<file path="config.mk">
export PLATFORM = sky130hd
export DESIGN_NAME = motor_drive_array
export DESIGN_NICKNAME = d
export VERILOG_FILES = /design/src/rtl/motor_drive_array.sv
export SDC_FILE = /design/constraint.sdc
export NUM_CORES = 1
export LEC_CHECK = 0
export CAP_MARGIN = 20
export CORE_ASPECT_RATIO = 2
export CORE_UTILIZATION = 40
export CTS_CLUSTER_SIZE = 25
export DETAILED_ROUTE_END_ITERATION = 6
export PLACE_DENSITY_LB_ADDON = 0.15
export SYNTH_ARGS = -nofsm -noshare
export SYNTH_HDL_FRONTEND = slang
export SYNTH_SLANG_ARGS = --single-unit
</file>
<file path="constraint.sdc">
create_clock -name CLK -period 3.5 [get_ports CLK]
set_clock_uncertainty 0.1 [all_clocks]
set_input_delay 0.7 -clock CLK [delete_from_list [all_inputs] [get_ports CLK]]
set_output_delay 0.7 -clock CLK [all_outputs]
set_load 0.05 [all_outputs]
</file>
<file path="src/rtl/motor_drive_array.sv">
// motor_drive_array
//   Multi-channel half-bridge gate drive core. A shared free-running PWM
//   counter defines the period. At each counter wrap, every channel latches
//   its signed duty word into shadow registers as a direction bit and a
//   saturated magnitude. A per-channel FSM turns the edge-aligned demand
//   (cnt < mag) into complementary high/low gate signals with dead time.
//   A latched driver fault forces all gates off.
//
// Optional feature (macro MOTOR_DRIVE_BRAKE_EN):
//   Adds the brake input. A set brake bit forces that channel's demand low,
//   so the channel settles in LOW once dead time has elapsed (low-side short
//   brake). Fault and enable still take precedence over brake.
//
// Parameters:
//   CHANNELS  number of half-bridge channels (>=1)
//   DUTY_W    width of each signed duty word
//   PWM_W     PWM counter width; period = 2**PWM_W cycles
//   DEADTIME  cycles with both gates off between transitions (>=1)
//
// Ports:
//   CLK           system clock
//   reset_n       asynchronous active-low reset
//   duty          signed duty per channel, channel i at [i*DUTY_W +: DUTY_W]
//   enable        per-channel enable
//   brake         per-channel low-side brake (MOTOR_DRIVE_BRAKE_EN only)
//   fault_n       driver FAULT_N pin, asynchronous, active low
//   fault_clear   single-cycle request to clear the latched fault
//   pwm_h/pwm_l   high-side / low-side gate drives
//   dir           direction, 1 = negative duty (valid from cnt == 0)
//   period_start  one-cycle pulse while the counter is 0
//   faulted       latched fault status
module motor_drive_array #(
  parameter int unsigned CHANNELS = 2,
  parameter int unsigned DUTY_W   = 24,
  parameter int unsigned PWM_W    = 10,
  parameter int unsigned DEADTIME = 16
) (
  input  logic                       CLK,
  input  logic                       reset_n,
  input  logic [CHANNELS*DUTY_W-1:0] duty,
  input  logic [CHANNELS-1:0]        enable,
`ifdef MOTOR_DRIVE_BRAKE_EN
  input  logic [CHANNELS-1:0]        brake,
`endif
  input  logic                       fault_n,
  input  logic                       fault_clear,
  output logic [CHANNELS-1:0]        pwm_h,
  output logic [CHANNELS-1:0]        pwm_l,
  output logic [CHANNELS-1:0]        dir,
  output logic                       period_start,
  output logic                       faulted
);

  localparam int unsigned DT_W = $clog2(DEADTIME + 1);
  localparam int unsigned AW   = (DUTY_W > PWM_W) ? DUTY_W : PWM_W;
  localparam logic [PWM_W-1:0] CNT_MAX   = '1;
  localparam logic [DT_W-1:0]  DT_RELOAD = DT_W'(DEADTIME - 1);

  typedef enum logic [2:0] {
    ST_IDLE,
    ST_DT_L,
    ST_LOW,
    ST_DT_H,
    ST_HIGH
  } state_t;

  // ---------------------------------------------------------------------
  // Shared counter, period pulse and fault latch
  // ---------------------------------------------------------------------
  logic [PWM_W-1:0] cnt_d, cnt_q;
  logic             period_start_d, period_start_q;
  logic             fault_meta_d, fault_meta_q;
  logic             fault_sync_d, fault_sync_q;
  logic             faulted_d, faulted_q;
  logic             wrap;

  assign wrap = (cnt_q == CNT_MAX);

  always_comb begin
    cnt_d          = cnt_q + PWM_W'(1);
    // Registered so the pulse lines up with cnt == 0 but stays low out of reset.
    period_start_d = wrap;
    fault_meta_d   = fault_n;
    fault_sync_d   = fault_meta_q;
    faulted_d      = faulted_q;
    // A fault seen on the same edge as a clear request wins.
    if (!fault_sync_q) begin
      faulted_d = 1'b1;
    end else if (fault_clear) begin
      faulted_d = 1'b0;
    end
  end

  always_ff @(posedge CLK or negedge reset_n) begin
    if (!reset_n) begin
      cnt_q          <= '0;
      period_start_q <= 1'b0;
      fault_meta_q   <= 1'b1;
      fault_sync_q   <= 1'b1;
      faulted_q      <= 1'b0;
    end else begin
      cnt_q          <= cnt_d;
      period_start_q <= period_start_d;
      fault_meta_q   <= fault_meta_d;
      fault_sync_q   <= fault_sync_d;
      faulted_q      <= faulted_d;
    end
  end

  assign period_start = period_start_q;
  assign faulted      = faulted_q;

  // ---------------------------------------------------------------------
  // Per-channel shadow registers and gate FSM
  // ---------------------------------------------------------------------
  for (genvar g = 0; g < CHANNELS; g++) begin : g_ch
    logic [DUTY_W-1:0] duty_raw;
    logic              duty_neg;
    logic [DUTY_W-1:0] duty_abs;
    logic [AW-1:0]     abs_ext;
    logic [PWM_W-1:0]  mag_sat;
    logic [PWM_W-1:0]  mag_sh_d, mag_sh_q;
    logic              dir_sh_d, dir_sh_q;
    logic              dir_d, dir_q;
    logic              req;
    state_t            state_d, state_q;
    logic [DT_W-1:0]   dt_d, dt_q;
    logic              pwm_h_d, pwm_h_q;
    logic              pwm_l_d, pwm_l_q;

    assign duty_raw = duty[g*DUTY_W +: DUTY_W];

    always_comb begin
      duty_neg = duty_raw[DUTY_W-1];
      // Two's-complement negate; the most negative word becomes 2**(DUTY_W-1)
      // as an unsigned value, which then saturates like any large magnitude.
      duty_abs = duty_neg ? ('0 - duty_raw) : duty_raw;
      abs_ext  = AW'(duty_abs);
      mag_sat  = (abs_ext > AW'(CNT_MAX)) ? CNT_MAX : PWM_W'(abs_ext);

      mag_sh_d = mag_sh_q;
      dir_sh_d = dir_sh_q;
      if (wrap) begin
        mag_sh_d = mag_sat;
        dir_sh_d = duty_neg;
      end
      // Follows the shadow's next value so dir is already valid at cnt == 0.
      dir_d = dir_sh_d;
    end

`ifdef MOTOR_DRIVE_BRAKE_EN
    assign req = (cnt_q < mag_sh_q) & ~brake[g];
`else
    assign req = (cnt_q < mag_sh_q);
`endif

    always_comb begin
      state_d = state_q;
      dt_d    = dt_q;
      if (!enable[g] || faulted_q) begin
        state_d = ST_IDLE;
      end else begin
        case (state_q)
          ST_IDLE: state_d = ST_DT_L;
          ST_DT_L: begin
            if (req)              state_d = ST_HIGH;
            else if (dt_q == '0)  state_d = ST_LOW;
            else                  dt_d    = dt_q - DT_W'(1);
          end
          ST_LOW:  if (req) state_d = ST_DT_H;
          ST_DT_H: begin
            if (!req)             state_d = ST_LOW;
            else if (dt_q == '0)  state_d = ST_HIGH;
            else                  dt_d    = dt_q - DT_W'(1);
          end
          ST_HIGH: if (!req) state_d = ST_DT_L;
          default: state_d = ST_IDLE;
        endcase
      end
      // Dead-time counter reloads on entry, so each dead-time state lasts
      // exactly DEADTIME cycles unless demand cuts it short.
      if ((state_d == ST_DT_L && state_q != ST_DT_L) ||
          (state_d == ST_DT_H && state_q != ST_DT_H)) begin
        dt_d = DT_RELOAD;
      end
      pwm_h_d = (state_d == ST_HIGH);
      pwm_l_d = (state_d == ST_LOW);
    end

    always_ff @(posedge CLK or negedge reset_n) begin
      if (!reset_n) begin
        mag_sh_q <= '0;
        dir_sh_q <= 1'b0;
        dir_q    <= 1'b0;
        state_q  <= ST_IDLE;
        dt_q     <= '0;
        pwm_h_q  <= 1'b0;
        pwm_l_q  <= 1'b0;
      end else begin
        mag_sh_q <= mag_sh_d;
        dir_sh_q <= dir_sh_d;
        dir_q    <= dir_d;
        state_q  <= state_d;
        dt_q     <= dt_d;
        pwm_h_q  <= pwm_h_d;
        pwm_l_q  <= pwm_l_d;
      end
    end

    // Gates drop in the same cycle the fault latches, ahead of the FSM
    // reaching IDLE on the following edge.
    assign pwm_h[g] = pwm_h_q & ~faulted_q;
    assign pwm_l[g] = pwm_l_q & ~faulted_q;
    assign dir[g]   = dir_q;
  end

endmodule

</file>
### Word-level counts from Yosys, hierarchy flattened

Index checks and enable logic that the tools add are counted.

* register bits: 56
* input bits: 54
* logic and storage cells: 111

* $add $sub $neg: 5
* order comparisons: 4
* eq/ne operators: 28
* mux-type cells: 34
* bitwise logic cells: 5
* reductions and logical operators: 18

Operators with widths (count)
* $mux 5: 10
* $gt 24x10->1 const B: 2
* $mux 24: 2
* $sub 1x24->24 const A: 2
* $mux 3: 14
* $pmux 3 s5: 2
* $eq 3x2->1 const B: 8
* $lt 10x10->1: 2
* $mux 10: 2
* $pmux 5 s2: 2
* $eq 3x1->1 const B: 4
* $eq 3x3->1 const B: 4
* $ne 3x3->1 const B: 4
* $add 10x1->10 const B: 1
* $eq 10x10->1 const B: 1
* $logic_not 5->1: 2
* $sub 5x1->5 const B: 2
* $reduce_and 4->1: 2
* $logic_not 3->1: 2
* $ne 3x1->1 const B: 2
* $ne 3x2->1 const B: 2
* $reduce_bool 3->1: 2
* $and 1x1->1: 4
* $logic_and 1x1->1: 4
* other kinds (6): 12

### Longest topological paths before layout

* depth after elaboration: 10
* mapped depth: 11
* depth with buffers taken out: 9

### Worst setup path after synthesis

Ideal clock, no wire load.

* kind: input to register
* start: input duty[0]
* end: register g_ch[0].mag_sh_q[7]
* library setup time: 0.124 ns
* arrival time: 2.881 ns
* required time: 3.276 ns
* slack: 0.395 ns
* stages: 11
* path buffers: 2
* cell sequence: inv_1 > ha_1 > or3b_2 > or4_1 > buf_2 > o21ai_0 > a31oi_1 > nor4_1 > and4b_1 > buf_6 > a21oi_1

* word-level cells in the longest chain between the ends: 4

Ends and longest elaborated chain
* from (decl): line 40 `input logic [CHANNELS*DUTY_W-1:0] duty,`
* $sub 1x24->24: line 137 `duty_abs = duty_neg ? ('0 - duty_raw) : duty_raw;`
* $mux 24 (*): line 137
* $gt 24x10->1: line 139 `mag_sat = (abs_ext > AW'(CNT_MAX)) ? CNT_MAX : PWM_W'(abs_ext);`
* $mux 10 (*): line 139
* to (signal assigned): line 200 `mag_sh_q <= mag_sh_d;`
* to (decl): line 122 `logic [PWM_W-1:0] mag_sh_d, mag_sh_q;`

Mark *: on every way between the ends. The rest lies on a longest branch, timed or not.
A chain may end at the register's enable or synchronous reset.

### Worst setup path after layout

* start: input duty[0]
* end: register g_ch[0].mag_sh_q[6]

Same word-level chain as after synthesis.

==> parameters.txt <==
Parameter                              Value

Run status
  Result of the run    completed

Placed design
  Number of buffers inserted by port buffering    61
  Final GP Congestion    0.908
  Final HPWL from detailed placement    7270 um
  Dpl cells    634

Route
  Routed wire length per instance    14.1 um
  Detailed-route wire length    9060 um
  Count of unresolved DRC violations after routing    0
  Total number of vias    3603
  Violation count after the first detailed-routing iteration    151
  Number of routed nets with antenna violations    0
  Detailed-route vias per instance    5.61
  TritonRoute pass-1 iters    4

Flow run
  Max-cap viol count    0

Floorplan
  Horiz. Die Dim    71.8 um
  Placeable core region    9380 um2
  Count of standard-cell rows    50
  I/O pin total    62
  Total die area    10200 um2
  Initial Utilization    41.5%
  Die Height    142 um

Clock tree
  CTS Sinks    56
  Clock tree root buffer cell    sky130_fd_sc_hd__clkbuf_16
  CTS tree    done
  Max Root-Sink Buffers    2
  Clock slew seen by the registers of the worst setup and hold paths    0.07 ns
  Clock latency on the worst-skew pair    0.30 ns
  # Post-CTS Setup Buffers    0
  TritonCTS Buffers    5
  CTS hold repair buffers    0
  Number of levels in the clock H-tree    2

Synthesis
  Number of flops mapped to enable cells by yosys    0
  Leading register cell type out of synthesis    sky130_fd_sc_hd__dfrtp_1
  Post-synth design cell area    3900 um2
  Synthesized flop and latch total    56
  Synthesized netlist net count    530
  Sequential share of the synthesized area    36.0%
  Share of async-settable or async-resettable flops after synthesis    100%
  Count of unique library cells instantiated by Yosys    60
  Total of warnings raised by yosys    0
  Gate Count Post-Synth    452
  Post-Synthesis Mean Instance Area    8.63 um2

Setup path
  Length in cells of the worst reg-to-reg path    9
  Endpoint type of the worst setup path    flop
  Worst reg-to-reg setup slack    0.82 ns
  Data arrival, critical path    3.37 ns
  Sum of buffers and inverters on the critical path    3
  Chain of cells forming the critical path    clkdlybuf4s50_1, inv_1, ha_1, or3b_2, or4_4, nor4_2, o22ai_1, o31ai_1, and4b_1, buf_4, a21oi_1
  Startpoint Class    input port
  End of the worst register-to-register path    g_ch[1].dt_q[4]$_DFFE_PN0P_
  Critical-path cell with the highest stage delay    sky130_fd_sc_hd__or4_4
  Delay of the slowest critical-path stage    0.57 ns
  WS Path Type    input port to flop
  Top cell family by delay on the critical path    simple AND/OR/NAND/NOR gates
  Launching point of the worst reg2reg path    cnt_q[7]$_DFF_PN0_
  Critical path fanouts, max    10
  Worst endpoint required time    3.58 ns

Finish
  Most frequent standard cell in the layout excluding fill and tap cells    sky130_fd_sc_hd__clkdlybuf4s50_1
  Net count reported at finish    615
  Leading cell types in the layout, fill and taps excluded    sky130_fd_sc_hd__clkdlybuf4s50_1 (60), sky130_fd_sc_hd__dfrtp_1 (54), sky130_fd_sc_hd__inv_1 (43), sky130_fd_sc_hd__nor2_1 (43), sky130_fd_sc_hd__buf_4 (33)
  Fraction of layout instances using a drive strength above 1    11.5%
  Final standard cell count with taps included and fillers excluded    642
  Area added between synthesis and finish    27.4%
  Antenna Cells    0

STA
  Worst-Margin Slew    0.816 ns
  Final setup violation count    0
  Final Critical Period    3.30 ns
  Max-slew violation total from the final report    0
  Fmax achieved    303 MHz
  Worst slew margin    44.8%
  Ratio of final minimum period to clock period    94.2%
  Setup total negative slack    0 ns
  Final Hold Violating Endpoints    0

Global route
  Global route total overflow    0
  Maximum number of pins on one net before global-route repair    41
  Via count of the first global-routing pass    3668
  Aggregate global-route resource usage    19.4%
  Initial antenna violation count    0
  Global-route wire length before repair    15800 um

Min path
  Worst Hold Class    input port to async pin

Power and ir drop
  Power per unit of standard cell area    278 nW/um2
  Reported leakage power    0.00225 uW
  Worst ir drop on vdd    177 uV
## registers in the layout (all words and copies together), names as in the netlist
register and count:
g_ch.mag_sh_q 20, cnt_q 10, fault_sync_q 1, g_ch.pwm_h_q 2, fault_meta_q 1, g_ch.pwm_l_q 2, g_ch.state_q 6, period_start 1
faulted 1, g_ch.dir_q 2, g_ch.dt_q 10
## synthesized netlist by cell type, types with 3 or more instances
| cell type | number | area share [%] |
|---|---|---|
| sky130_fd_sc_hd__dfrtp_1 | 54 | 35 |
| sky130_fd_sc_hd__inv_1 | 43 | 4.1 |
| sky130_fd_sc_hd__nor4b_1 | 3 | 0.67 |
| sky130_fd_sc_hd__mux2_2 | 7 | 2.0 |
| sky130_fd_sc_hd__a211o_1 | 3 | 0.67 |
| sky130_fd_sc_hd__a211oi_1 | 3 | 0.58 |
| sky130_fd_sc_hd__o41ai_1 | 3 | 0.67 |
| sky130_fd_sc_hd__xor2_1 | 18 | 4.0 |
| sky130_fd_sc_hd__xnor2_1 | 10 | 2.2 |
| sky130_fd_sc_hd__o31ai_1 | 8 | 1.5 |
| sky130_fd_sc_hd__or3_1 | 8 | 1.3 |
| sky130_fd_sc_hd__nor2b_1 | 10 | 1.6 |
| sky130_fd_sc_hd__nand2_1 | 24 | 2.3 |
| sky130_fd_sc_hd__or4_1 | 7 | 1.3 |
| sky130_fd_sc_hd__nor3_1 | 16 | 2.1 |
| sky130_fd_sc_hd__a21oi_1 | 32 | 4.1 |
| sky130_fd_sc_hd__nand2b_1 | 4 | 0.64 |
| sky130_fd_sc_hd__nand4_1 | 5 | 0.80 |
| sky130_fd_sc_hd__o22ai_1 | 5 | 0.80 |
| sky130_fd_sc_hd__nor4_1 | 8 | 1.3 |
| sky130_fd_sc_hd__buf_2 | 3 | 0.38 |
| sky130_fd_sc_hd__a31oi_1 | 4 | 0.64 |
| sky130_fd_sc_hd__nor2_1 | 43 | 4.1 |
| sky130_fd_sc_hd__clkbuf_1 | 7 | 0.67 |
| sky130_fd_sc_hd__mux2i_1 | 7 | 1.8 |
| sky130_fd_sc_hd__buf_1 | 3 | 0.29 |
| sky130_fd_sc_hd__nand3_1 | 18 | 2.3 |
| sky130_fd_sc_hd__o21a_1 | 4 | 0.77 |
| sky130_fd_sc_hd__and3_1 | 3 | 0.48 |
| sky130_fd_sc_hd__o211ai_1 | 4 | 0.77 |
| sky130_fd_sc_hd__ha_1 | 24 | 7.7 |
| sky130_fd_sc_hd__o21ai_0 | 23 | 3.0 |
## cell families (layout without fill, tap and decap cells)
group	after synthesis	count (layout)	synth area share, %
fa+ha+maj	24	24	7.70
xor+xnor	28	28	6.29
buf+inv	59	145	6.16
mux	14	14	3.82
simple gates	167	167	23.0
flops	56	56	36.0
compound gates	104	104	17.0
## what timing repair did
action | CTS | global route
endpoints found under the setup margin | 0 | 10
endpoints found under the hold margin | 0 | 0
resized for setup | 0 | 3
## through the flow
| stage | instance area, um2 | utilization [%] | hold slack [ns] | total power (uW) | setup slack (ns) |
|---|---|---|---|---|---|
| 2_1_floorplan | 3900 | - | 0.245 | 748 | 0.395 |
| 3_3_place_gp | 4800 | 51.2 | 0.247 | 878 | -0.132 |
| 3_5_place_dp | 4800 | 51.2 | 0.247 | 880 | -0.201 |
| 4_1_cts | 4950 | 52.8 | 0.218 | 1400 | 0.105 |
| 5_1_grt | 4970 | 52.9 | 0.228 | 1450 | -0.0135 |
| 6_report | 4970 | 52.9 | 0.211 | 1380 | 0.203 |
## how the worst max path moves through the flow
stage               startpoint                               to  slack, ns  cells past startpoint
global placement       duty[0]  g_ch[0].mag_sh_q[7]$_DFFE_PN0P_      -0.13                     11
detailed placement     duty[0]  g_ch[0].mag_sh_q[6]$_DFFE_PN0P_      -0.20                     11
finish                 duty[0]  g_ch[0].mag_sh_q[6]$_DFFE_PN0P_       0.20                     11
global route           duty[0]  g_ch[0].mag_sh_q[6]$_DFFE_PN0P_      -0.01                     11
floorplan              duty[0]  g_ch[0].mag_sh_q[7]$_DFFE_PN0P_       0.39                     11
CTS                    duty[0]  g_ch[0].mag_sh_q[6]$_DFFE_PN0P_       0.11                     11
## layer usage
layer | vias to the layer above | routed length [um] | GRT usage [%]
met1 | 1712 | 3320 | 19.0
met4 | 0 | 311 | 9.91
li1 | 1791 | - | -
met5 | - | 0 | 0
met2 | 76 | 5160 | 37.6
met3 | 24 | 268 | 2.91
## final cells by class
class                   count  area, um2
fillers                   900       4420
multi-input cells         337       2270
flip-flops and latches     56       1400
repair buffers             94        853
inverters                  43        161
clock buffers               6        139
well taps                 104        130
clock inverters             2       10.0
## report_power, final
| part | leakage, uW | total, uW | switching (uW) | internal, uW |
|---|---|---|---|---|
| clock network | 0.0000766 | 513 | 230 | 283 |
| logic | 0.00156 | 211 | 101 | 110 |
| registers | 0.000610 | 657 | 4.91 | 652 |
| total | 0.00225 | 1380 | 335 | 1040 |
(Power assumes the default switching activity.)
